## src/rtl/dmem_write_buffer.sv

```systemverilog
// Posted-write FIFO between the data cache and slow data memory; reads pass only after older
// writes drain. Optional read forwarding from queued entries: define WBUF_READ_FORWARD_EN.
module dmem_write_buffer #(
  parameter int unsigned DEPTH = 4,
  parameter int unsigned PTR_W = 2
) (
  input  logic         clk,
  input  logic         rst_n,
  input  logic         cache_read,
  input  logic         cache_write,
  input  logic [27:0]  cache_addr,
  input  logic [127:0] cache_wdata,
  output logic [127:0] cache_rdata,
  output logic         cache_ready,
  output logic         mem_read,
  output logic         mem_write,
  output logic [27:0]  mem_addr,
  output logic [127:0] mem_wdata,
  input  logic [127:0] mem_rdata,
  input  logic         mem_ready
);

  typedef enum logic [1:0] {
    StIdle,
    StDrain,
    StRead
  } state_e;

  localparam logic [PTR_W:0] L_DEPTH = (PTR_W + 1)'(DEPTH);

  state_e             r_state;
  state_e             w_state_next;
  logic [PTR_W-1:0]   r_head;
  logic [PTR_W-1:0]   r_tail;
  logic [PTR_W:0]     r_count;
  logic [27:0]        r_addr [DEPTH];
  logic [127:0]       r_data [DEPTH];
  logic               r_cache_ready;
  logic [127:0]       r_cache_rdata;

  logic               w_push;
  logic               w_pop;
  logic               w_rd_done;
  logic               w_fwd;
  logic [127:0]       w_fwd_data;

  assign w_pop     = (r_state == StDrain) && mem_ready;
  assign w_rd_done = (r_state == StRead) && mem_ready;
  // A full queue still accepts when the head is popped in the same cycle.
  assign w_push    = cache_write && !r_cache_ready && (r_state != StRead) &&
                     ((r_count != L_DEPTH) || w_pop);

`ifdef WBUF_READ_FORWARD_EN
  logic             w_fwd_hit;
  logic [PTR_W-1:0] w_idx;

  // Scan oldest to youngest so the last match is the youngest entry.
  always_comb begin
    w_fwd_hit  = 1'b0;
    w_fwd_data = '0;
    w_idx      = '0;
    for (int unsigned i = 0; i < DEPTH; i++) begin
      w_idx = r_head + PTR_W'(i);
      if (((PTR_W + 1)'(i) < r_count) && (r_addr[w_idx] == cache_addr)) begin
        w_fwd_hit  = 1'b1;
        w_fwd_data = r_data[w_idx];
      end
    end
  end

  assign w_fwd = cache_read && !cache_write && !r_cache_ready && (r_state != StRead) &&
                 w_fwd_hit;
`else
  assign w_fwd      = 1'b0;
  assign w_fwd_data = '0;
`endif

  always_comb begin
    w_state_next = r_state;
    unique case (r_state)
      StIdle: begin
        if (r_count != '0) begin
          w_state_next = StDrain;
        end else if (cache_read && !cache_write && !r_cache_ready) begin
          w_state_next = StRead;
        end
      end
      StDrain: if (mem_ready) w_state_next = StIdle;
      StRead:  if (mem_ready) w_state_next = StIdle;
      default: w_state_next = StIdle;
    endcase
  end

  // Requests derive straight from state so reset drops them without waiting for a clock.
  always_comb begin
    mem_write = (r_state == StDrain);
    mem_read  = (r_state == StRead);
    mem_addr  = '0;
    mem_wdata = '0;
    if (r_state == StDrain) begin
      mem_addr  = r_addr[r_head];
      mem_wdata = r_data[r_head];
    end else if (r_state == StRead) begin
      mem_addr  = cache_addr;
    end
  end

  always_ff @(posedge clk or negedge rst_n) begin
    if (!rst_n) begin
      r_state       <= StIdle;
      r_head        <= '0;
      r_tail        <= '0;
      r_count       <= '0;
      r_cache_ready <= 1'b0;
      r_cache_rdata <= '0;
    end else begin
      r_state       <= w_state_next;
      r_cache_ready <= w_push || w_rd_done || w_fwd;
      r_count       <= r_count + {{PTR_W{1'b0}}, w_push} - {{PTR_W{1'b0}}, w_pop};
      if (w_push) r_tail <= r_tail + 1'b1;
      if (w_pop)  r_head <= r_head + 1'b1;
      if (w_rd_done) begin
        r_cache_rdata <= mem_rdata;
      end else if (w_fwd) begin
        r_cache_rdata <= w_fwd_data;
      end
    end
  end

  always_ff @(posedge clk) begin
    if (w_push) begin
      r_addr[r_tail] <= cache_addr;
      r_data[r_tail] <= cache_wdata;
    end
  end

  assign cache_ready = r_cache_ready;
  assign cache_rdata = r_cache_rdata;

endmodule
```

## config.mk

```make
export PLATFORM = sky130hd
export DESIGN_NAME = dmem_write_buffer
export DESIGN_NICKNAME = d
export VERILOG_FILES = /design/src/rtl/dmem_write_buffer.sv
export SDC_FILE = /design/constraint.sdc
export NUM_CORES = 1
export LEC_CHECK = 0
export CORE_MARGIN = 2
export CORE_UTILIZATION = 35
export CTS_CLUSTER_DIAMETER = 40
export CTS_CLUSTER_SIZE = 24
export DETAILED_ROUTE_END_ITERATION = 8
export HOLD_SLACK_MARGIN = 0.02
export PLACE_DENSITY = 0.68
export SLEW_MARGIN = 20
export SYNTH_ARGS = -nofsm -noshare
export SYNTH_HDL_FRONTEND = slang
export SYNTH_SLANG_ARGS = --single-unit
```

## constraint.sdc

```tcl
create_clock -name clk -period 15.4 [get_ports clk]
set_input_delay 3.08 -clock clk [delete_from_list [all_inputs] [get_ports clk]]
set_output_delay 3.08 -clock clk [all_outputs]
set_load 0.005 [all_outputs]
```

# Word level (Yosys, flattened, before mapping)
# Memory sizes are Yosys's and may differ from the RTL's.
# Cells that the tools add are included.
# totals
reg_bits,138
ram_bits,624
inputBits,289
word_cells,42
mem_count,2
# classes
add_sub_neg,4
n_eq_ne,6
muxes,9
reduce_logical,15
# mem_list
name,depth,width,rd,rd_clocked_by_memory_dff,wr,line_no,source
r_data,4,128,1,0,1,37,logic [127:0] r_data [DEPTH];
r_addr,4,28,1,0,1,36,logic [27:0] r_addr [DEPTH];
# op_table
op,n
2-to-1 mux 128 bit,1
2-to-1 mux 28 bit,2
logical AND 1 bit,7
2-to-1 mux 2 bit,3
!= test 3 bit (second input constant),2
adder 2 x 1 -> 2 bit (second input constant),2
one-hot mux 2 bit (2 select lines),1
adder 3 x 1 -> 3 bit,1
nonzero test 3 bit,1
subtractor 3 x 1 -> 3 bit,1
equality test 2 x 1 -> 1 bit (second input constant),1
equality test 2 bit (second input constant),1
logical NOT 1 bit,2
logical NOT 2 bit,1
logical OR 1 bit,2
2-to-1 mux 1 bit,2
!= test 2 x 1 -> 1 bit (second input constant),1
!= test 2 bit (second input constant),1
AND reduction 2 bit,1
OR reduction 2 bit,1

# Depth between registers and ports, before layout
# logic_depth
ltp_word,6
ltp_mapped,12
depth_no_buf,12

# Worst setup path after synthesis
# OpenSTA, ideal clock, no wires.
# synth_path
path_type,input port to flip-flop
from,input port cache_write
to,memory r_addr[0][0] (enable)
setup_ns,0.534
t_arrival_ns,7.390
t_required_ns,14.866
slack_ns,7.476
cell_stages,3
cell_sequence,or3b_2 -> a31oi_4 -> and2_1
# synth_between
elab_chain_len,5
# synth_rtl
element,line_no,source
from (decl),10,"input logic cache_write,"
logical AND 1 bit (3 in series),50,assign w_push = cache_write && !r_cache_ready && (r_state != StRead) &&
2-to-1 mux 1 bit,131,if (w_push) begin
2-to-1 mux 1 bit (implied by the code),132,r_addr[r_tail] <= cache_addr;
to (decl),36,
# Every way passes these cells.

# Worst setup path after layout
# layout_path
from,input port cache_addr[1]
to,output port mem_addr[1]
# layout_between
elab_chain_len,2
# layout_rtl
element,line_no,source
from (decl),11,"input logic [27:0] cache_addr,"
2-to-1 mux 28 bit,103,end else if (r_state == StRead) begin
2-to-1 mux 28 bit,100,if (r_state == StDrain) begin
to (decl),17,"output logic [27:0] mem_addr,"
# Every way passes these cells.

==> summary.md <==
| Metric | Value |
|---|---|
| CTS Buf Count | `roughly 110` |
| Die area | `85370 um^2` |
| CTS sink count | `between 700 and 800` |
| Global route overflow | `0` |
| Die height | `approximately 300 um` |
| Crit path capture type | `primary output` |
| HPWL after DPL | `46820 um` |
| Hold WS | `just over 0.5 ns` |
| HP Class | `reg -> reg` |
| TritonCTS clock tree | `built` |
| Pin count of the biggest net entering global routing | `between 100 and 150` |
| Post-synth EDFFs | `624` |
| Post-CTS Setup Inserts | `0` |
| FF+latch area | `22200 um^2` |
| GPL Wtd Cong | `0.8495` |
| Post-synthesis cell count | `1374` |
| Crit-path max cell delay | `just over 0.7 ns` |
| Pleak | `around 14 nW` |
| CP Buf/Inv Count | `2` |
| Ys Warns | `0` |
| Most common cell after layout, fill and taps aside | `edfxtp_1` |
| Post-synthesis sequential area ratio | `0.7635` |
| Initial antenna violation count | `23` |
| RSZ-0062 raised after global routing | `false` |
| Routed via count | `between 15k and 20k` |
| FP Rows | `around 110` |
| Worst path required time | `between 10 and 15 ns` |
| Post-route ant nets | `0` |
| Die Wd | `292.2 um` |
| Via/cell ratio | `just under 5` |
| DR pass1 iterations | `5` |
| Final period util | `0.5013` |
| WHS Path Cells | `1` |
| CP cell instances | `clkdlybuf4s50_1, nand2_1, o21ai_0, clkdlybuf4s50_1` |
| Slowest-stage cell, CP | `clkdlybuf4s50_1` |
| CTS max path bufs | `3` |
| Post-route setup TNS | `0 ns` |
| Final Hold Fails | `0` |
| Cts hold-fix bufs | `0` |
| Clock Skew | `about 0.036 ns` |
| Ports | `around 580` |
| Final worst path period need | `7.720 ns` |
| Filler cell count | `roughly 6.8k` |
| Post-DP Area | `around 36000 um^2` |
| Vias in the first global route | `16.77k` |
| Fin nets | `2301` |
| Cell depth of the worst setup path | `4` |
| Multi-input gate area | `between 6000 and 7000 um^2` |
| Syn Nets | `around 1.7k` |
| Crit Path Class | `in -> out` |
| Slew @ Worst Pin | `about 1.1 ns` |
| Reg2reg path depth | `7` |
| Rel. slew slack | `0.2988` |
| Ys flop type | `edfxtp_1` |
| Total Power | `approximately 7.7 mW` |
| Initial DRC Count | `883` |
| Crit path launch type | `input pin` |
| Final core occ | `0.4829` |
| Core region area | `around 82000 um^2` |
| Maxcap violations | `0` |
| Synth top area share | `0.6447` |
| Status | `finished, final reports clean` |
| Port bufs | `between 500 and 600` |
| Crit Path Max Fanout | `5` |
| Async S/R FF share, synth | `0.1811` |
| Maximum vdd drop | `approximately 0.00011 V` |
| Reg clk slew, reported paths | `roughly 0.05 ns` |
| Routed WL | `around 74000 um` |
| # DRC | `0` |
| Power per Cell Area | `a little under 200 nW/um^2` |
| #FFs+latches synth | `between 700 and 800` |
| Global-route usage over all layers | `0.1712` |
| CP top delay family | `buffers and inverters` |
| CP dominant cell by count | `clkdlybuf4s50_1` |
| Area grow syn2layout | `36.41%` |
| Design Area, Final | `between 30000 and 40000 um^2` |
| Leading post-synthesis cells by cell area | `edfxtp_1 64%, mux4_2 12%, dfrtp_1 12%` |
| Starting Density | `0.3540` |
| Share of cells above drive strength 1 | `0.2409` |
| WL/cell | `about 23 um` |
| Post_cts resized | `0` |
| Fmax | `0.1295 GHz` |
| Max-slew violations | `0` |
| Clock latency on the worst-skew pair | `between 0.6 and 0.7 ns` |
| Crit path arrival time | `roughly 4.6 ns` |
| First-pass GRT wire length | `108400 um` |
| Mean Syn Cell Area | `approximately 21 um^2` |
| Synth area leader | `edfxtp_1` |
| Final Setup Violations | `0` |
| Distinct cell type count after synthesis | `27` |
| CTS Root Cell | `clkbuf_16` |
| H-tree Lvls | `3` |
| Mapped cell area | `about 29000 um^2` |
| Commonest non-fill, non-tap cells in the layout | `624 x edfxtp_1, 574 x clkdlybuf4s50_1, 156 x mux4_2` |
## area by class of cell
cell class	instances	share of cell area
clock buffers	114	0.06898
clock inverters	88	0.02411
multi-input cells	531	0.1628
repair buffers	592	0.1488
flip-flops and latches	762	0.5599
well taps	1070	0.03377
diodes	13	0.0008205
inverters	9	0.0008520
## cells in the mapped netlist (2+ instances only)
cell type,n
mux2_2,129
buf_1,2
buf_2,29
a21oi_1,2
xnor2_1,5
ha_1,9
buf_6,15
o21ai_0,26
dfrtp_1,138
nand2_1,58
o21ai_1,2
and2_1,132
edfxtp_1,624
mux4_2,156
inv_1,9
clkbuf_1,26
nand2b_1,2
## path summary, 6_finish.rpt
kind	start	to	slack, ns
setup reg to reg	r_state[0]$_DFFE_PN0P_	r_data[2][72]$_DFFE_PP_	11.32
min in group asynchronous	rst_n	cache_rdata[13]$_DFFE_PN0P_	2.43
max in group asynchronous	rst_n	cache_rdata[23]$_DFFE_PN0P_	11.53
hold reg to reg	cache_rdata[58]$_DFFE_PN0P_	cache_rdata[58]$_DFFE_PN0P_	0.51
hold / removal	cache_rdata[58]$_DFFE_PN0P_	cache_rdata[58]$_DFFE_PN0P_	0.51
setup / recovery	cache_addr[1]	mem_addr[1]	7.68
## cells by family after synthesis
group / Yosys count / share of synthesized area
flops: 762 / 0.7635
mux: 285 / 0.1709
simple gates: 198 / 0.03758
buf+inv: 81 / 0.01558
compound gates: 33 / 0.006414
fa+ha+maj: 10 / 0.004563
xor+xnor: 5 / 0.001507
## state kept, by name, summed over array words and instances, names as in the netlist
name and count:
cache_rdata 128, cache_ready 1, r_data 512, r_count 3, r_addr 112, r_state 2, r_head 2, r_tail 2
## power breakdown
part           total [mW]  switching, mW  internal (mW)  leakage [nW]
clock                2.45          0.989           1.47          1.77
sequential           2.91          0.205           2.70          7.45
combinational        2.34          0.996           1.35          4.56
total                7.70           2.19           5.51          13.8
## per-layer routing
metal,vias up,wire (um),GRT usage
li1,6737,-,-
met1,7902,26980,0.1935
met2,580,37700,0.2881
met3,118,7373,0.06759
met4,10,1680,0.07305
met5,-,70,0
## stage by stage
| stage | setup slack, ns | std cells |
|---|---|---|
| after floorplan | 7.476 | 1374 |
| after global placement | 7.520 | 2964 |
| after detailed placement | 7.531 | 2964 |
| after CTS | 7.530 | 3166 |
| after global routing | 7.432 | 3177 |
| final | 7.680 | 3179 |
## worst reg2reg max path: cells and delay by family, from the launching register on
family	cells	cell delay (ns)
AOI/OAI and AO/OA	1	0.29
DFF	1	0.41
buffers and inverters	3	1.41
and+or+nand+nor	2	1.09
adders and majority gates	1	0.45
Note: power is estimated with default switching activity, not from simulation.
